`config.mk`:
```
export PLATFORM = sky130hd
export DESIGN_NAME = alu_accum_seq
export DESIGN_NICKNAME = d
export VERILOG_FILES = /design/src/rtl/alu_accum_seq.sv
export SDC_FILE = /design/constraint.sdc
export NUM_CORES = 1
export LEC_CHECK = 0
export CAP_MARGIN = 20
export CORE_MARGIN = 10
export CORE_UTILIZATION = 46
export DETAILED_ROUTE_END_ITERATION = 10
export PLACE_DENSITY = 0.83
export REMOVE_ABC_BUFFERS = 1
export SLEW_MARGIN = 15
export SYNTH_ARGS = -nofsm -noshare
export SYNTH_HDL_FRONTEND = slang
export SYNTH_SLANG_ARGS = --single-unit
```
`constraint.sdc`:
```
create_clock -name clk -period 2.96 [get_ports clk]
set_input_delay 0.592 -clock clk [delete_from_list [all_inputs] [get_ports clk]]
set_output_delay 0.592 -clock clk [all_outputs]
set_load 0.02 [all_outputs]
```
`src/rtl/alu_accum_seq.sv`:
```
// alu_accum_seq: sequencing front-end for the combinational ALU.
// Folds a packet of operand beats into an accumulator by driving the ALU
// and capturing its answer, then presents the reduced result, beat count
// and saturation flag on an output valid/ready stream.
module alu_accum_seq #(
   parameter int WIDTH = 4,
   parameter int CNT_W = 4
) (
   input  logic             clk,
   input  logic             reset,
   input  logic             in_valid,
   output logic             in_ready,
   input  logic [WIDTH-1:0] in_data,
   input  logic [1:0]       in_op,
   input  logic             in_last,
   output logic [WIDTH-1:0] alu_a,
   output logic [WIDTH-1:0] alu_b,
   output logic [1:0]       alu_op,
   input  logic [WIDTH-1:0] alu_ans,
   output logic             out_valid,
   input  logic             out_ready,
   output logic [WIDTH-1:0] out_data,
   output logic [CNT_W-1:0] out_count,
   output logic             out_sat
);

   typedef enum logic [1:0] {
      IDLE  = 2'd0,
      ACCUM = 2'd1,
      DONE  = 2'd2
   } state_t;

   localparam logic [CNT_W-1:0] CNT_MAX = {CNT_W{1'b1}};

   state_t           state, state_nxt;
   logic [WIDTH-1:0] acc, acc_nxt;
   logic [CNT_W-1:0] cnt, cnt_nxt;
   logic             sat, sat_nxt;
   logic             accept;

   // Saturating beat-count increment; pins at the all-ones value.
   function automatic logic [CNT_W-1:0] cnt_inc_sat(input logic [CNT_W-1:0] c);
      return (c == CNT_MAX) ? c : c + 1'b1;
   endfunction

   // ALU operands follow the accumulator and the incoming beat directly.
   assign alu_a    = acc;
   assign alu_b    = in_data;
   assign alu_op   = in_op;
   assign in_ready = (state != DONE);
   assign accept   = in_valid & in_ready;

   // Next-state and accumulator update logic.
   always_comb begin
      state_nxt = state;
      acc_nxt   = acc;
      cnt_nxt   = cnt;
      sat_nxt   = sat;
      case (state)
         IDLE: begin
            if (accept) begin
               acc_nxt   = in_data;
               cnt_nxt   = {{(CNT_W-1){1'b0}}, 1'b1};
               sat_nxt   = 1'b0;
               state_nxt = in_last ? DONE : ACCUM;
            end
         end
         ACCUM: begin
            if (accept) begin
               acc_nxt = alu_ans;
               cnt_nxt = cnt_inc_sat(cnt);
               if (cnt == CNT_MAX) sat_nxt = 1'b1;
               if (in_last) state_nxt = DONE;
            end
         end
         DONE: begin
            if (out_valid && out_ready) state_nxt = IDLE;
         end
         default: state_nxt = IDLE;
      endcase
   end

   // State, accumulator and registered result outputs.
   always_ff @(posedge clk) begin
      if (reset) begin
         state     <= IDLE;
         acc       <= '0;
         cnt       <= '0;
         sat       <= 1'b0;
         out_valid <= 1'b0;
         out_data  <= '0;
         out_count <= '0;
         out_sat   <= 1'b0;
      end else begin
         state <= state_nxt;
         acc   <= acc_nxt;
         cnt   <= cnt_nxt;
         sat   <= sat_nxt;
         if (state != DONE && state_nxt == DONE) begin
            out_valid <= 1'b1;
            out_data  <= acc_nxt;
            out_count <= cnt_nxt;
            out_sat   <= sat_nxt;
         end else if (state == DONE && out_ready) begin
            out_valid <= 1'b0;
         end
      end
   end

endmodule
```
==> impl_metrics.yaml <==
run_status:
  status: "finished clean"
yosys:
  synth_edf_count: 0
  synth_area_per_cell_um2: 9.23
  synthCells: 104
  synthFlopType: "dfxtp_1"
  ys_types: 29
  synth_warnings: 0
  netlist.top_cell.by_area: "dfxtp_1"
  ys_ff_latch: 21
  synth_top_cell_area_share: 0.438
  synth.area.top_cells: "dfxtp_1, a211oi_1, buf_4, mux2i_1, nand3b_1"
  async_reset_ff_frac: 0
  synthesis.area_um2: 960
  yosysSeqAreaShare: 0.438
worst_hold_path:
  hold_path_depth: 2
  hold_class: "flip-flop to flip-flop"
  min_from: "out_count[2]"
  hold_end: "out_count[2]"
detailed_routing:
  wl_um: 2280
  num_vias: 828
  ant_nets: 0
  drc: 0
  drtPass1Iterations: 4
  wire_per_inst_um: 14.5
  drtIter0Drc: 10
  vias_per_cell: 5.27
global_routing:
  first_global_vias: 784
  grt_pass1_wl_um: 3800
  grt-ovfl-total: 0
  grt_start_max_net_pins: 13
  track_usage: 0.107
  grt_antenna_before_repair: 0
final_layout:
  final_cell_mix: "clkdlybuf4s50_1, dfxtp_1, nor2_1, a211oi_1, a21oi_1"
  multi_input_area_um2: 460
  area_growth_pct: 32.5
  post-route-util: 0.641
  final_layout_size_suffix_gt1_frac: 0.0462
  seq_area_um2: 420
  layout.nets: 147
  antennaDiodeCount: 0
  nFillCells: 169
  mostFrequentLayoutCell: "clkdlybuf4s50_1"
cts:
  clockRootBuffer: "clkbuf_4"
  cts_buffers: 3
  cts_htree_levels: 1
  insertion_delay_ps: 290
  cts_hold_buf: 0
  cts_buffer_depth: 2
  cts.sinks: 21
  cts_setup_buffers: 0
  cts_tree: "done"
  clk_pin_slew_ps: 120
  post_cts_resized: 0
critical_path:
  r2r-start: "cnt[0]"
  critPathMaxStageDelay_ps: 610
  regToRegSetupSlack_ps: 1470
  crit_type: "primary input to primary output"
  crit_family: "buffers and inverters"
  path_max_fanout: 2
  worstPathCellList: "clkdlybuf4s50_1, clkdlybuf4s50_1"
  cp-start-kind: "primary input"
  path_common_cell: "clkdlybuf4s50_1"
  cp-end-kind: "primary output"
  critPathBufInv: 2
  r2r_cells: 4
  critPathArrivalTime_ps: 1680
  critPathSlowestCell: "clkdlybuf4s50_1"
  worstReg2RegEnd: "cnt[1]"
  critPathRequiredTime_ps: 2370
sta:
  slew_viol_final: 0
  fin_skew_ps: 4.74
  finalCritPeriodShare: 0.767
  fin_tns_setup_ps: 0
  setup_viol: 0
  worstMarginPinSlew_ps: 423
  max_clock_freq_ghz: 0.440
  fin_crit_ps: 2270
  rsz0062_at_grt: "no"
  slew_headroom: 0.717
  final_hold_viol_count: 0
job:
  maxCapViolCount: 0
place:
  place.gp.congestion: 0.707
  port_buffers: 31
  hpwl_um: 1710
floorplan:
  rows: 16
  dieHeight_um: 65.7
  die_width_um: 65.7
  coreArea_um2: 1980
  ios: 36
  initial_core_util: 0.484
  dieArea_um2: 4310
power:
  pwr_density_cell_nw_per_um2: 443
  ir_drop_mv: 0.251
  p_leak_nw: 0.459
[flip-flops by register name, summed over array words and instances (netlist names)]
signal     cells
cnt            4
alu_a          4
out_sat        1
out_data       4
out_count      4
state          2
sat            1
out_valid      1
[stage by stage]
stage | cells | area (um^2) | hold slack [ps] | worst slack [ps] | power, mW
CTS | 157 | 1270 | 467 | 680 | 0.567
global route | 157 | 1270 | 478 | 639 | 0.592
floorplan | 93 | 885 | 467 | 1530 | 0.367
finish | 157 | 1270 | 467 | 689 | 0.564
global placement | 153 | 1240 | 446 | 690 | 0.433
detailed placement | 153 | 1240 | 446 | 689 | 0.435
[worst min-delay path, cell delays in order (launching register included)]
cell     delay (ps)
dfxtp_1         330
nand2_1          50
a21oi_1          50
[logic make-up (layout without fill, tap and decap cells)]
logic type / after synthesis / in the layout / share of synthesized area
xor gates and xnor gates: 1 / 1 / 0.00913
buffers and inverters: 12 / 38 / 0.0821
AOI/OAI and AO/OA: 29 / 29 / 0.197
and+or+nand+nor: 34 / 34 / 0.198
muxes: 6 / 6 / 0.0626
adders and majority gates: 1 / 1 / 0.0130
DFF: 21 / 21 / 0.438
[metal layers]
metal  part of all wire  up-vias  GRT usage  wire (um)
met1               0.41      380      0.131        945
met3              0.070        2     0.0288        159
met2               0.50       18      0.169       1150
met5                  0        -          0          0
li1                   -      428          -          -
met4              0.012        0     0.0535         28
[final cells by class]
cell class | count | share of cell area
clock inverters | 1 | 0.00394
inverters | 1 | 0.00295
clock buffers | 3 | 0.0177
flip-flops and latches | 21 | 0.331
well taps | 27 | 0.0266
multi-input cells | 71 | 0.362
repair buffers | 33 | 0.256
[synth_stat cells (all sizes together), types with 2 or more instances]
cell,count
mux2i,6
nor2,12
nor3,2
clkbuf,2
nand3b,7
o21ai,5
buf,9
a21oi,8
a211oi,9
dfxtp,21
nand2b,5
nand3,2
[worst max path at each step]
stage	slack, ps	to	cells after the start	from
floorplan	1530	in_ready	1	state[0]
global placement	690	alu_b[3]	2	in_data[3]
detailed placement	690	alu_b[0]	2	in_data[0]
CTS	680	alu_b[2]	2	in_data[2]
global route	640	alu_b[2]	2	in_data[2]
finish	690	alu_b[0]	2	in_data[0]
[power breakdown]
group          internal [mW]  switching (mW)  total, mW
clock network         0.0502          0.0854      0.136
registers              0.297         0.00958      0.307
logic                 0.0603          0.0610      0.121
total                  0.408           0.156      0.564
(Power assumes the default switching activity.)
